**src/rtl/nn_ctrl_pkg.sv**
```systemverilog
// Shared types and constants for the XOR training sequencer.
// Latency: n/a (types, constants and one pure helper function).
// Backpressure: n/a.
package nn_ctrl_pkg;

  typedef enum logic [2:0] {
    ST_IDLE,
    ST_TR_SETTLE,
    ST_TR_WRITE,
    ST_TS_SETTLE,
    ST_TS_SCORE,
    ST_DONE
  } sched_state_t;

  // Prediction/expected-result encoding used by the datapath; 2'b11 is not produced
  typedef enum logic [1:0] {
    PRED_NONE = 2'b00,
    PRED_ZERO = 2'b01,
    PRED_ONE  = 2'b10
  } pred_t;

  localparam int NUM_SAMPLES = 4;

  typedef struct packed {
    logic busy;
    logic read_en;
    logic write_en;
    logic test_flag;
    logic done;
  } sched_out_t;

  // Strobe pattern presented while the FSM sits in a given state
  function automatic sched_out_t state_outs(input sched_state_t s);
    sched_out_t o;
    o = '0;
    case (s)
      ST_TR_SETTLE: begin o.busy = 1'b1; o.read_en = 1'b1; end
      ST_TR_WRITE:  begin o.busy = 1'b1; o.write_en = 1'b1; end
      ST_TS_SETTLE: begin o.busy = 1'b1; o.read_en = 1'b1; o.test_flag = 1'b1; end
      ST_TS_SCORE:  begin o.busy = 1'b1; o.test_flag = 1'b1; end
      ST_DONE:      begin o.busy = 1'b1; o.done = 1'b1; end
      default:      o = '0;
    endcase
    return o;
  endfunction

endpackage

```
**src/rtl/nn_settle_timer.sv**
```systemverilog
// Loadable down-counter; tc is high when the count has reached zero.
// Latency: load takes effect on the next edge; tc is a decode of the count register.
// Backpressure: none; decrement stops at zero until reloaded.
module nn_settle_timer #(
  parameter int W = 1
) (
  input  logic         clk,
  input  logic         reset,
  input  logic         load,
  input  logic         dec,
  input  logic [W-1:0] load_val,
  output logic         tc
);

  logic [W-1:0] cnt;

  // Reload has priority; otherwise count down and park at zero
  always_ff @(posedge clk or negedge reset) begin
    if (!reset) begin
      cnt <= '0;
    end else if (load) begin
      cnt <= load_val;
    end else if (dec && !tc) begin
      cnt <= cnt - 1'b1;
    end
  end

  assign tc = (cnt == '0);

endmodule

```
**src/rtl/nn_train_scheduler.sv**
```systemverilog
// Train/test sequencer for the 2-3-1 XOR datapath with start/busy/done handshake.
// Latency: 4*NUM_EPOCHS*(SETTLE_CYCLES+1) + 4*(SETTLE_CYCLES+1) + 1 cycles per run; all strobes registered.
// Backpressure: none; start ignored while busy, abort returns to idle on the next edge.
// Option NN_EARLY_STOP_EN: test pass after every epoch, stop early once all 4 samples score.
module nn_train_scheduler
  import nn_ctrl_pkg::*;
#(
  parameter int NUM_EPOCHS    = 1000,
  parameter int SETTLE_CYCLES = 2,
  parameter int EPOCH_W       = 16
) (
  input  logic               clk,
  input  logic               reset,
  input  logic               start,
  input  logic               abort,
  input  logic [1:0]         predicted,
  input  logic [1:0]         expected,
  output logic               x_input,
  output logic               y_input,
  output logic               read_en,
  output logic               write_en,
  output logic               test_flag,
  output logic               busy,
  output logic               done,
  output logic [EPOCH_W-1:0] epoch_count,
  output logic [2:0]         correct_count
);

  localparam int TW = (SETTLE_CYCLES > 1) ? $clog2(SETTLE_CYCLES) : 1;
  localparam logic [TW-1:0]      SETTLE_LOAD = TW'(SETTLE_CYCLES - 1);
  localparam logic [1:0]         LAST_IDX    = 2'(NUM_SAMPLES - 1);
  localparam logic [EPOCH_W-1:0] EPOCH_TGT   = EPOCH_W'(NUM_EPOCHS);
  localparam logic [EPOCH_W-1:0] EPOCH_MAX   = '1;

  sched_state_t       state;
  sched_out_t         outs;
  logic [1:0]         idx;
  logic               settle_load;
  logic               settle_dec;
  logic               settle_tc;
  logic               sample_ok;
  logic [EPOCH_W-1:0] epoch_inc;
  logic [2:0]         correct_inc;

  // Timer is preloaded in every non-settle state so it is ready on entry to a settle state
  always_comb begin
    settle_load = (state != ST_TR_SETTLE) && (state != ST_TS_SETTLE);
    settle_dec  = !settle_load;
  end

  nn_settle_timer #(.W(TW)) u_settle (
    .clk      (clk),
    .reset    (reset),
    .load     (settle_load),
    .dec      (settle_dec),
    .load_val (SETTLE_LOAD),
    .tc       (settle_tc)
  );

  // Scoring and saturating epoch increment feeding the FSM
  always_comb begin
    sample_ok   = (predicted == expected) && (predicted != PRED_NONE);
    epoch_inc   = (epoch_count == EPOCH_MAX) ? epoch_count : epoch_count + 1'b1;
    correct_inc = correct_count + {2'b00, sample_ok};
  end

  // Run sequencing: state, sample index, counters and registered strobes advance together
  always_ff @(posedge clk or negedge reset) begin
    if (!reset) begin
      state         <= ST_IDLE;
      outs          <= '0;
      idx           <= '0;
      epoch_count   <= '0;
      correct_count <= '0;
    end else if (abort) begin
      state <= ST_IDLE;
      outs  <= state_outs(ST_IDLE);
      idx   <= '0;
    end else begin
      case (state)
        ST_IDLE: begin
          if (start) begin
            state         <= ST_TR_SETTLE;
            outs          <= state_outs(ST_TR_SETTLE);
            idx           <= '0;
            epoch_count   <= '0;
            correct_count <= '0;
          end
        end
        ST_TR_SETTLE: begin
          if (settle_tc) begin
            state <= ST_TR_WRITE;
            outs  <= state_outs(ST_TR_WRITE);
          end
        end
        ST_TR_WRITE: begin
          if (idx != LAST_IDX) begin
            idx   <= idx + 1'b1;
            state <= ST_TR_SETTLE;
            outs  <= state_outs(ST_TR_SETTLE);
          end else begin
            idx         <= '0;
            epoch_count <= epoch_inc;
`ifdef NN_EARLY_STOP_EN
            state <= ST_TS_SETTLE;
            outs  <= state_outs(ST_TS_SETTLE);
`else
            if (epoch_inc == EPOCH_TGT) begin
              state <= ST_TS_SETTLE;
              outs  <= state_outs(ST_TS_SETTLE);
            end else begin
              state <= ST_TR_SETTLE;
              outs  <= state_outs(ST_TR_SETTLE);
            end
`endif
          end
        end
        ST_TS_SETTLE: begin
          if (settle_tc) begin
            state <= ST_TS_SCORE;
            outs  <= state_outs(ST_TS_SCORE);
          end
        end
        ST_TS_SCORE: begin
          correct_count <= correct_inc;
          if (idx != LAST_IDX) begin
            idx   <= idx + 1'b1;
            state <= ST_TS_SETTLE;
            outs  <= state_outs(ST_TS_SETTLE);
          end else begin
            idx <= '0;
`ifdef NN_EARLY_STOP_EN
            if ((correct_inc == 3'(NUM_SAMPLES)) || (epoch_count >= EPOCH_TGT)) begin
              state <= ST_DONE;
              outs  <= state_outs(ST_DONE);
            end else begin
              correct_count <= '0;
              state         <= ST_TR_SETTLE;
              outs          <= state_outs(ST_TR_SETTLE);
            end
`else
            state <= ST_DONE;
            outs  <= state_outs(ST_DONE);
`endif
          end
        end
        ST_DONE: begin
          state <= ST_IDLE;
          outs  <= state_outs(ST_IDLE);
        end
        default: begin
          state <= ST_IDLE;
          outs  <= state_outs(ST_IDLE);
        end
      endcase
    end
  end

  assign x_input   = idx[1];
  assign y_input   = idx[0];
  assign busy      = outs.busy;
  assign read_en   = outs.read_en;
  assign write_en  = outs.write_en;
  assign test_flag = outs.test_flag;
  assign done      = outs.done;

endmodule

```
**config.mk**
```make
export PLATFORM = sky130hd
export DESIGN_NAME = nn_train_scheduler
export DESIGN_NICKNAME = d
export VERILOG_FILES = /design/src/rtl/nn_ctrl_pkg.sv /design/src/rtl/nn_settle_timer.sv /design/src/rtl/nn_train_scheduler.sv
export SDC_FILE = /design/constraint.sdc
export NUM_CORES = 1
export LEC_CHECK = 0
export ABC_CLOCK_PERIOD_IN_PS = 3840
export CAP_MARGIN = 20
export CORE_MARGIN = 2
export CORE_UTILIZATION = 43
export DETAILED_ROUTE_END_ITERATION = 10
export PLACE_DENSITY = 0.77
export SLEW_MARGIN = 30
export SYNTH_ARGS = -nofsm -noshare
export SYNTH_HDL_FRONTEND = slang
export SYNTH_SLANG_ARGS = --single-unit
```
**constraint.sdc**
```tcl
create_clock -name clk -period 3.84 [get_ports clk]
set_input_delay 0.576 -clock clk [delete_from_list [all_inputs] [get_ports clk]]
set_output_delay 0.576 -clock clk [all_outputs]
set_load 0.02 [all_outputs]
```
==> flow_summary.html, run 1 <==
<table>
<tr><th>Metric</th><th>Value</th></tr>
<tr><th colspan="2">Timing</th></tr>
<tr><td>Tightest slew margin relative to the limit</td><td>58.0%</td></tr>
<tr><td>Setup repair after global routing missed its margin</td><td>false</td></tr>
<tr><td>Final setup vio count</td><td>0</td></tr>
<tr><td>Least-Margin Pin Slew</td><td>0.624 ns</td></tr>
<tr><td>Worst-case setup margin in the final layout</td><td>1.12 ns</td></tr>
<tr><td>Final period demand of the worst path</td><td>2.72 ns</td></tr>
<tr><td>Slew Limit Fails</td><td>0</td></tr>
<tr><td>Worst Skew</td><td>0.00579 ns</td></tr>
<tr><td>Fraction of the cycle the final worst path needs</td><td>70.9%</td></tr>
<tr><td>Hold violation count in the final report</td><td>0</td></tr>
<tr><td>Max Clk Rate</td><td>367 MHz</td></tr>
<tr><td>Setup TNS Final</td><td>0 ns</td></tr>
<tr><th colspan="2">Cells and area</th></tr>
<tr><td>Ant diodes</td><td>0</td></tr>
<tr><td>Most common cell after layout, fill and taps aside</td><td>sky130_fd_sc_hd__clkdlybuf4s50_1</td></tr>
<tr><td>Number of fill cells</td><td>404</td></tr>
<tr><td>Area growth, synth to finish</td><td>20.7%</td></tr>
<tr><td>Layout net count</td><td>269</td></tr>
<tr><td>Number of cells in the finished layout apart from fillers</td><td>310</td></tr>
<tr><td>Fraction of layout instances using a drive strength above 1</td><td>7.75%</td></tr>
<tr><td>Top library cells by usage in the layout, fill and taps aside</td><td>33 x sky130_fd_sc_hd__clkdlybuf4s50_1, 30 x sky130_fd_sc_hd__dfrtp_1, 23 x sky130_fd_sc_hd__a21oi_1</td></tr>
<tr><th colspan="2">Route</th></tr>
<tr><td>Number of DRC violations after detailed-routing iteration 0</td><td>206</td></tr>
<tr><td>Total via count after detailed routing</td><td>2,010</td></tr>
<tr><td>Average routed wire per standard cell</td><td>16.2 um</td></tr>
<tr><td>Vias/cell</td><td>6.48</td></tr>
<tr><td>Antenna Violating Nets Remaining</td><td>0</td></tr>
<tr><td>First-pass detailed-route iteration total</td><td>5</td></tr>
<tr><td>DRC viols</td><td>0</td></tr>
<tr><td>Wire length after detailed routing</td><td>5020 um</td></tr>
<tr><th colspan="2">Placement</th></tr>
<tr><td>Pre-CTS setup slack</td><td>0.850 ns</td></tr>
<tr><td>Number of placed cells counting well taps</td><td>302</td></tr>
<tr><td>Final RePlAce weighted congestion</td><td>0.950</td></tr>
<tr><td>Port-buffer cells</td><td>33</td></tr>
<tr><td>DP HPWL</td><td>3560 um</td></tr>
<tr><th colspan="2">Worst setup path</th></tr>
<tr><td>Maximum net fanout on the critical path</td><td>14</td></tr>
<tr><td>Crit path cell chain</td><td>ha_1 -&gt; nand4_2 -&gt; nor3_2 -&gt; or4b_4 -&gt; a221oi_2 -&gt; nand4_1 -&gt; o21ai_0</td></tr>
<tr><td>Largest stage delay on the critical path</td><td>0.50 ns</td></tr>
<tr><td>Setup crit start kind</td><td>register</td></tr>
<tr><td>Number of cell instances on the worst register-to-register path</td><td>7</td></tr>
<tr><td>Type of the worst setup path</td><td>register to register</td></tr>
<tr><td>Worst path bufs/invs</td><td>0</td></tr>
<tr><td>Capture instance of the worst register-to-register path</td><td>state[1]</td></tr>
<tr><td>Endpoint required time on the critical path</td><td>4.05 ns</td></tr>
<tr><td>Worst flop-to-flop path startpoint</td><td>epoch_count[0]</td></tr>
<tr><td>Kind of end point of the critical path</td><td>register</td></tr>
<tr><td>Cell type of the slowest stage on the worst timing path</td><td>sky130_fd_sc_hd__or4b_4</td></tr>
<tr><td>Category of cells accounting for the largest share of critical-path delay</td><td>simple AND/OR/NAND/NOR gates</td></tr>
<tr><td>Worst endpoint data arrival time</td><td>2.93 ns</td></tr>
<tr><td>Slack of the worst reg-to-reg path</td><td>1.12 ns</td></tr>
<tr><th colspan="2">Hold path</th></tr>
<tr><td>Cell depth of the worst hold path</td><td>1</td></tr>
<tr><td>Worst-case hold path end point</td><td>correct_count[0]</td></tr>
<tr><td>Startpoint of the worst hold path</td><td>correct_count[0]</td></tr>
<tr><td>Hold crit path type</td><td>register to register</td></tr>
<tr><th colspan="2">Floorplanning</th></tr>
<tr><td>Initial Utilization</td><td>45.4%</td></tr>
<tr><td>Number of placement rows</td><td>24</td></tr>
<tr><td># IOs</td><td>34</td></tr>
<tr><td>Die area</td><td>5220 um^2</td></tr>
<tr><td>Die extent in y</td><td>72.3 um</td></tr>
<tr><td>Std-Cell Core Area</td><td>4410 um^2</td></tr>
<tr><td>Floorplan die width</td><td>72.3 um</td></tr>
<tr><th colspan="2">GRT</th></tr>
<tr><td>Global-route total usage across every layer</td><td>19.8%</td></tr>
<tr><td>First-pass GRT wire length</td><td>8240 um</td></tr>
<tr><td>Vias in the first global route</td><td>1,756</td></tr>
<tr><td>Aggregate global routing overflow</td><td>0</td></tr>
<tr><td>Antenna violations before repair</td><td>0</td></tr>
<tr><td>Pin count of the biggest net entering global routing</td><td>31</td></tr>
<tr><th colspan="2">Clock network</th></tr>
<tr><td>Hold buffer count at CTS</td><td>0</td></tr>
<tr><td>H-tree lvl count</td><td>2</td></tr>
<tr><td>Cells resized by post-CTS repair</td><td>0</td></tr>
<tr><td>Number of clock sinks seen by CTS</td><td>30</td></tr>
<tr><td>Reg clk slew, reported paths</td><td>0.07 ns</td></tr>
<tr><td>Buffer depth of the longest clock path</td><td>2</td></tr>
<tr><td>Root buffer selected by CTS</td><td>sky130_fd_sc_hd__clkbuf_8</td></tr>
<tr><td>Clock network latency to the later pin of the worst-skew pair</td><td>0.29 ns</td></tr>
<tr><td>Cts bufs inserted</td><td>5</td></tr>
<tr><td>Count of buffers added by post-CTS timing repair for setup</td><td>0</td></tr>
<tr><td>Clock tree from TritonCTS</td><td>built</td></tr>
<tr><th colspan="2">Synth</th></tr>
<tr><td>Seq cells post-synth</td><td>30</td></tr>
<tr><td>Synthesized area per cell</td><td>8.60 um^2</td></tr>
<tr><td>Sequential element share of the synthesized area</td><td>37.5%</td></tr>
<tr><td>Post-synthesis instance total</td><td>233</td></tr>
<tr><td>Syn. warnings</td><td>0</td></tr>
<tr><td>Top cell type's share of synthesized area</td><td>37.5%</td></tr>
<tr><td>Number of distinct library cells after synthesis</td><td>52</td></tr>
<tr><td>Post-Syn Area</td><td>2000 um^2</td></tr>
<tr><td>Top cell type by total area after synthesis</td><td>sky130_fd_sc_hd__dfrtp_1</td></tr>
<tr><td>Ys flop type</td><td>sky130_fd_sc_hd__dfrtp_1</td></tr>
<tr><td>Count of flip-flops with a built-in enable after synthesis</td><td>0</td></tr>
<tr><td>Synthesized net count</td><td>245</td></tr>
<tr><td>Fraction of registers with async set or reset after synthesis</td><td>100%</td></tr>
<tr><td>Top post-synthesis cells by area</td><td>sky130_fd_sc_hd__dfrtp_1 37%, sky130_fd_sc_hd__a21oi_1 5.7%, sky130_fd_sc_hd__o21ai_0 4.2%</td></tr>
<tr><th colspan="2">Power</th></tr>
<tr><td>Psw</td><td>172 uW</td></tr>
<tr><td>Portion of total power attributed to the clock network</td><td>40.6%</td></tr>
<tr><td>Power density of the placed cells</td><td>275 nW/um^2</td></tr>
<tr><td>Static Leakage</td><td>0.916 nW</td></tr>
<tr><td>Switching power as a share of total power</td><td>25.9%</td></tr>
<tr><td>Register share of total power</td><td>49.8%</td></tr>
<tr><td>Proportion of power drawn by combinational gates</td><td>9.7%</td></tr>
<tr><td>Worst VDD drop</td><td>0.146 mV</td></tr>
<tr><td>Internal power consumption</td><td>493 uW</td></tr>
<tr><th colspan="2">Run status</th></tr>
<tr><td>Outcome</td><td>completed</td></tr>
<tr><th colspan="2">Flow run</th></tr>
<tr><td>Count of max-cap constraint violations</td><td>0</td></tr>
</table>
[how the worst max path moves through the flow]
| stage | start | endpoint | slack, ns | cells after the start |
|---|---|---|---|---|
| after CTS | abort | state[1] | 1.16 | 7 |
| final | epoch_count[0] | state[1] | 1.12 | 7 |
| after floorplan | epoch_count[0] | state[1] | 1.65 | 8 |
| after detailed placement | abort | test_flag | 0.85 | 7 |
| after global routing | abort | state[1] | 0.76 | 7 |
| after global placement | abort | test_flag | 1.01 | 7 |
[sequential cells by signal, summed over array words and instances (netlist names), 2 cells and up]
name           flops
state              3
epoch_count       16
correct_count      3
idx                2
[per-stage QoR]
stage / total power, mW / hold WS, ns / util, % / instance area, um^2
6_report: 0.666 / 0.526 / 54.8 / 2420
2_1_floorplan: 0.371 / 0.280 / - / 2000
5_1_grt: 0.684 / 0.551 / 54.8 / 2420
4_1_cts: 0.666 / 0.532 / 54.8 / 2420
3_5_place_dp: 0.401 / 0.519 / 52.7 / 2330
3_3_place_gp: 0.400 / 0.506 / 52.7 / 2330
[cell families after synthesis]
kind of cell | Yosys count | synth area share (%)
fa+ha+maj | 4 | 2.50
flops | 30 | 37.5
xor+xnor | 3 | 1.31
simple gates | 86 | 24.2
buf+inv | 24 | 5.24
compound gates | 84 | 28.2
mux | 2 | 1.12
[layer usage]
| metal | GRT usage (%) | vias up | share of wire (%) |
|---|---|---|---|
| met5 | 0 | - | 0 |
| met4 | 8.18 | 0 | 2.1 |
| met3 | 2.78 | 9 | 7.6 |
| met2 | 29.9 | 106 | 44 |
| met1 | 28.5 | 949 | 46 |
| li1 | - | 946 | - |
[power groups by stage]
stage / Sequential (mW) / Clock [mW] / Combinational, mW
global placement: 0.336 / 0 / 0.0636
global route: 0.332 / 0.281 / 0.0713
floorplan: 0.337 / 0 / 0.0337
CTS: 0.331 / 0.271 / 0.0650
finish: 0.331 / 0.270 / 0.0644
detailed placement: 0.337 / 0 / 0.0647
[synth_stat cells, types with 2 or more instances]
cell                         n
sky130_fd_sc_hd__dfrtp_1    30
sky130_fd_sc_hd__a21oi_1    23
sky130_fd_sc_hd__o21ai_0    17
sky130_fd_sc_hd__nand2_1    16
sky130_fd_sc_hd__nor2_1     15
sky130_fd_sc_hd__nand3_1    11
sky130_fd_sc_hd__clkbuf_1    9
sky130_fd_sc_hd__nor3_1      9
sky130_fd_sc_hd__inv_1       7
sky130_fd_sc_hd__nand4_1     7
sky130_fd_sc_hd__buf_2       6
sky130_fd_sc_hd__a31oi_1     5
sky130_fd_sc_hd__nor4_1      5
sky130_fd_sc_hd__o31ai_1     5
sky130_fd_sc_hd__a22oi_1     4
sky130_fd_sc_hd__ha_1        4
sky130_fd_sc_hd__a2111oi_0   3
sky130_fd_sc_hd__a22o_1      3
sky130_fd_sc_hd__a32o_1      3
sky130_fd_sc_hd__and2_1      3
sky130_fd_sc_hd__xnor2_1     3
sky130_fd_sc_hd__a21o_1      2
sky130_fd_sc_hd__a221oi_1    2
sky130_fd_sc_hd__a41oi_1     2
sky130_fd_sc_hd__and3_1      2
sky130_fd_sc_hd__and4_1      2
sky130_fd_sc_hd__buf_4       2
sky130_fd_sc_hd__mux2_2      2
sky130_fd_sc_hd__nand3b_1    2
sky130_fd_sc_hd__nor2b_1     2
sky130_fd_sc_hd__o211ai_1    2
sky130_fd_sc_hd__o21a_1      2
sky130_fd_sc_hd__o41ai_1     2
sky130_fd_sc_hd__or2_2       2
sky130_fd_sc_hd__or4_1       2
[area by class of cell]
type,instances,area [um^2],area share (%)
repair buffers,34,338,14.0
clock buffers,7,86.3,3.57
multi-input cells,179,1150,47.5
clock inverters,1,5.00,0.207
flip-flops and latches,30,751,31.0
inverters,7,26.3,1.09
well taps,52,65.1,2.69
[worst register-to-register path, cell delays in order, from the launching register on]
cell                       delay, ns
sky130_fd_sc_hd__dfrtp_1        0.45
sky130_fd_sc_hd__ha_1           0.39
sky130_fd_sc_hd__nand4_2        0.41
sky130_fd_sc_hd__nor3_2         0.32
sky130_fd_sc_hd__or4b_4         0.50
sky130_fd_sc_hd__a221oi_2       0.31
sky130_fd_sc_hd__nand4_1        0.15
sky130_fd_sc_hd__o21ai_0        0.10
(Power assumes the default switching activity.)
==> run 2, diff against run 1 <==
--- a/config.mk
+++ b/config.mk
@@ -5,12 +5,12 @@
 export SDC_FILE = /design/constraint.sdc
 export NUM_CORES = 1
 export LEC_CHECK = 0
-export ABC_CLOCK_PERIOD_IN_PS = 3840
+export ABC_CLOCK_PERIOD_IN_PS = 2250
 export CAP_MARGIN = 20
 export CORE_MARGIN = 2
 export CORE_UTILIZATION = 43
 export DETAILED_ROUTE_END_ITERATION = 10
-export PLACE_DENSITY = 0.77
+export PLACE_DENSITY = 0.79
 export SLEW_MARGIN = 30
 export SYNTH_ARGS = -nofsm -noshare
 export SYNTH_HDL_FRONTEND = slang
==> constraint.sdc (replaced) <==
create_clock -name clk -period 2.25 [get_ports clk]
set_input_delay 0.3375 -clock clk [delete_from_list [all_inputs] [get_ports clk]]
set_output_delay 0.3375 -clock clk [all_outputs]
set_load 0.02 [all_outputs]
==> flow_summary.html, run 2 (synthesis results as in run 1) <==
<table>
<tr><th>Metric</th><th>Value</th></tr>
<tr><th colspan="2">Clock network</th></tr>
<tr><td>H-tree lvl count</td><td>2</td></tr>
<tr><td>Clock network latency to the later pin of the worst-skew pair</td><td>0.29 ns</td></tr>
<tr><td>Buffer depth of the longest clock path</td><td>2</td></tr>
<tr><td>Reg clk slew, reported paths</td><td>0.07 ns</td></tr>
<tr><td>Root buffer selected by CTS</td><td>sky130_fd_sc_hd__clkbuf_8</td></tr>
<tr><td>Count of buffers added by post-CTS timing repair for setup</td><td>0</td></tr>
<tr><td>Number of clock sinks seen by CTS</td><td>30</td></tr>
<tr><td>Clock tree from TritonCTS</td><td>built</td></tr>
<tr><td>Cts bufs inserted</td><td>5</td></tr>
<tr><th colspan="2">GRT</th></tr>
<tr><td>Global-route total usage across every layer</td><td>22.5%</td></tr>
<tr><td>Antenna violations before repair</td><td>0</td></tr>
<tr><td>Aggregate global routing overflow</td><td>0</td></tr>
<tr><td>Vias in the first global route</td><td>1,831</td></tr>
<tr><td>Pin count of the biggest net entering global routing</td><td>31</td></tr>
<tr><td>First-pass GRT wire length</td><td>9090 um</td></tr>
<tr><th colspan="2">Cells and area</th></tr>
<tr><td>Max FFs per register</td><td>16</td></tr>
<tr><td>Ant diodes</td><td>0</td></tr>
<tr><td>Design area</td><td>2660 um^2</td></tr>
<tr><td>Number of fill cells</td><td>396</td></tr>
<tr><td>Most common cell after layout, fill and taps aside</td><td>sky130_fd_sc_hd__clkdlybuf4s50_1</td></tr>
<tr><td>Fraction of layout instances using a drive strength above 1</td><td>16.3%</td></tr>
<tr><td>Top library cells by usage in the layout, fill and taps aside</td><td>33 x sky130_fd_sc_hd__clkdlybuf4s50_1, 30 x sky130_fd_sc_hd__dfrtp_1, 26 x sky130_fd_sc_hd__buf_4</td></tr>
<tr><td>Layout net count</td><td>294</td></tr>
<tr><td>Area growth, synth to finish</td><td>32.7%</td></tr>
<tr><td>Biggest registers after layout</td><td>epoch_count x16, correct_count x3, state x3</td></tr>
<tr><td>Final core utilization</td><td>60.3%</td></tr>
<tr><td>Register with the highest flop count</td><td>epoch_count</td></tr>
<tr><th colspan="2">Floorplanning</th></tr>
<tr><td>Initial Utilization</td><td>45.4%</td></tr>
<tr><td>Die extent in y</td><td>72.3 um</td></tr>
<tr><td>Number of placement rows</td><td>24</td></tr>
<tr><td>Std-Cell Core Area</td><td>4410 um^2</td></tr>
<tr><td># IOs</td><td>34</td></tr>
<tr><td>Floorplan die width</td><td>72.3 um</td></tr>
<tr><td>Die area</td><td>5220 um^2</td></tr>
<tr><th colspan="2">Worst setup path</th></tr>
<tr><td>Setup crit start kind</td><td>register</td></tr>
<tr><td>Kind of end point of the critical path</td><td>register</td></tr>
<tr><td>Type of the worst setup path</td><td>register to register</td></tr>
<tr><td>Crit path cell chain</td><td>ha_1 -&gt; nand4_2 -&gt; buf_4 -&gt; nor4_1 -&gt; buf_4 -&gt; or4_1 -&gt; a22oi_1 -&gt; nand4_1 -&gt; o21ai_0</td></tr>
<tr><td>Worst endpoint data arrival time</td><td>2.33 ns</td></tr>
<tr><td>Category of cells accounting for the largest share of critical-path delay</td><td>simple AND/OR/NAND/NOR gates</td></tr>
<tr><td>Cell type of the slowest stage on the worst timing path</td><td>sky130_fd_sc_hd__or4_1</td></tr>
<tr><td>Worst path bufs/invs</td><td>2</td></tr>
<tr><td>Maximum net fanout on the critical path</td><td>7</td></tr>
<tr><td>Dominant cell type by count on the critical path</td><td>sky130_fd_sc_hd__buf_4</td></tr>
<tr><td>Largest stage delay on the critical path</td><td>0.41 ns</td></tr>
<tr><td>Endpoint required time on the critical path</td><td>2.47 ns</td></tr>
<tr><th colspan="2">Placement</th></tr>
<tr><td>DP HPWL</td><td>4000 um</td></tr>
<tr><td>Final RePlAce weighted congestion</td><td>0.928</td></tr>
<tr><td>Post-detailed-placement cell area</td><td>2520 um^2</td></tr>
<tr><td>Port-buffer cells</td><td>33</td></tr>
<tr><td>Pre-CTS setup slack</td><td>0.130 ns</td></tr>
<tr><th colspan="2">Hold path</th></tr>
<tr><td>Hold crit path type</td><td>input pin to asynchronous set/reset pin</td></tr>
<tr><th colspan="2">Timing</th></tr>
<tr><td>Final period demand of the worst path</td><td>2.11 ns</td></tr>
<tr><td>Tightest slew margin relative to the limit</td><td>65.8%</td></tr>
<tr><td>Final setup vio count</td><td>0</td></tr>
<tr><td>Worst-case setup margin in the final layout</td><td>0.141 ns</td></tr>
<tr><td>Worst Skew</td><td>0.0116 ns</td></tr>
<tr><td>Max Clk Rate</td><td>474 MHz</td></tr>
<tr><td>Hold violation count in the final report</td><td>0</td></tr>
<tr><td>Setup repair after global routing missed its margin</td><td>false</td></tr>
<tr><td>Slew Limit Fails</td><td>0</td></tr>
<tr><td>Least-Margin Pin Slew</td><td>0.509 ns</td></tr>
<tr><td>Setup TNS Final</td><td>0 ns</td></tr>
<tr><td>Fraction of the cycle the final worst path needs</td><td>93.7%</td></tr>
<tr><th colspan="2">Power</th></tr>
<tr><td>Post-route total power</td><td>1.37 mW</td></tr>
<tr><td>Power density of the placed cells</td><td>514 nW/um^2</td></tr>
<tr><td>Worst VDD drop</td><td>0.323 mV</td></tr>
<tr><td>Static Leakage</td><td>1.07 nW</td></tr>
<tr><th colspan="2">Route</th></tr>
<tr><td>Average routed wire per standard cell</td><td>16.3 um</td></tr>
<tr><td>Wire length after detailed routing</td><td>5460 um</td></tr>
<tr><td>Vias/cell</td><td>6.30</td></tr>
<tr><td>DRC viols</td><td>0</td></tr>
<tr><td>Antenna Violating Nets Remaining</td><td>0</td></tr>
<tr><td>First-pass detailed-route iteration total</td><td>5</td></tr>
<tr><td>Number of DRC violations after detailed-routing iteration 0</td><td>216</td></tr>
<tr><td>Total via count after detailed routing</td><td>2,109</td></tr>
<tr><th colspan="2">Flow run</th></tr>
<tr><td>Count of max-cap constraint violations</td><td>0</td></tr>
<tr><th colspan="2">Run status</th></tr>
<tr><td>Outcome</td><td>completed</td></tr>
</table>
==> run 2: cell types whose count changed in the layout (fill, tap and decap cells not counted) <==
cell                        previous run  this run
sky130_fd_sc_hd__a2111oi_1             0         1
sky130_fd_sc_hd__a2111oi_0             3         2
sky130_fd_sc_hd__clkinv_2              1         0
sky130_fd_sc_hd__bufinv_16             0         2
sky130_fd_sc_hd__buf_4                 1        26
sky130_fd_sc_hd__clkbuf_1              1         0
==> run 2: timing repair <==
item                                    CTS  global route
resized for setup                         0             1
hold buffers                              0             0
hold endpoints to repair                  0             0
endpoints found under the setup margin    0             2
==> run 2: layer usage <==
metal	track usage [%]	share of wire (%)	wire length [um]	vias up
li1	-	-	-	997
met1	32.9	44	2430	980
met2	32.4	44	2380	111
met3	4.86	9.0	489	21
met4	9.01	3.0	163	0
met5	0	0	0	-
==> run 2: final cells by class <==
class | count | area, um^2 | share of cell area, %
Inverter | 7 | 26.3 | 0.988
Sequential cell | 30 | 751 | 28.2
Clock inverter | 2 | 60.1 | 2.26
Multi-Input combinational cell | 179 | 1150 | 43.2
Clock buffer | 6 | 82.6 | 3.10
Timing Repair Buffer | 59 | 526 | 19.8
Tap cell | 52 | 65.1 | 2.45
==> run 2: power by group <==
group,internal (mW),switching [mW]
combinational,0.0506,0.0670
sequential,0.550,0.0148
clock,0.472,0.213
==> run 2: path summary, 6_finish.rpt <==
check / from / endpoint / slack (ns) / cells past startpoint
worst max-delay path: epoch_count[0] / test_flag / 0.14 / 9
worst min-delay path: reset / idx[0] / 0.43 / 2
worst max register to register: epoch_count[0] / test_flag / 0.14 / 9
worst min register to register: read_en / read_en / 0.52 / 2
max in group asynchronous: reset / epoch_count[10] / 1.53 / 2
min in group clk: read_en / read_en / 0.52 / 2
==> run 2: metrics by stage <==
step | hold WS [ns] | std cells
5_1_grt | 0.464 | 335
3_3_place_gp | 0.499 | 327
3_5_place_dp | 0.514 | 327
2_1_floorplan | 0.0419 | 233
6_report | 0.425 | 335
4_1_cts | 0.447 | 335
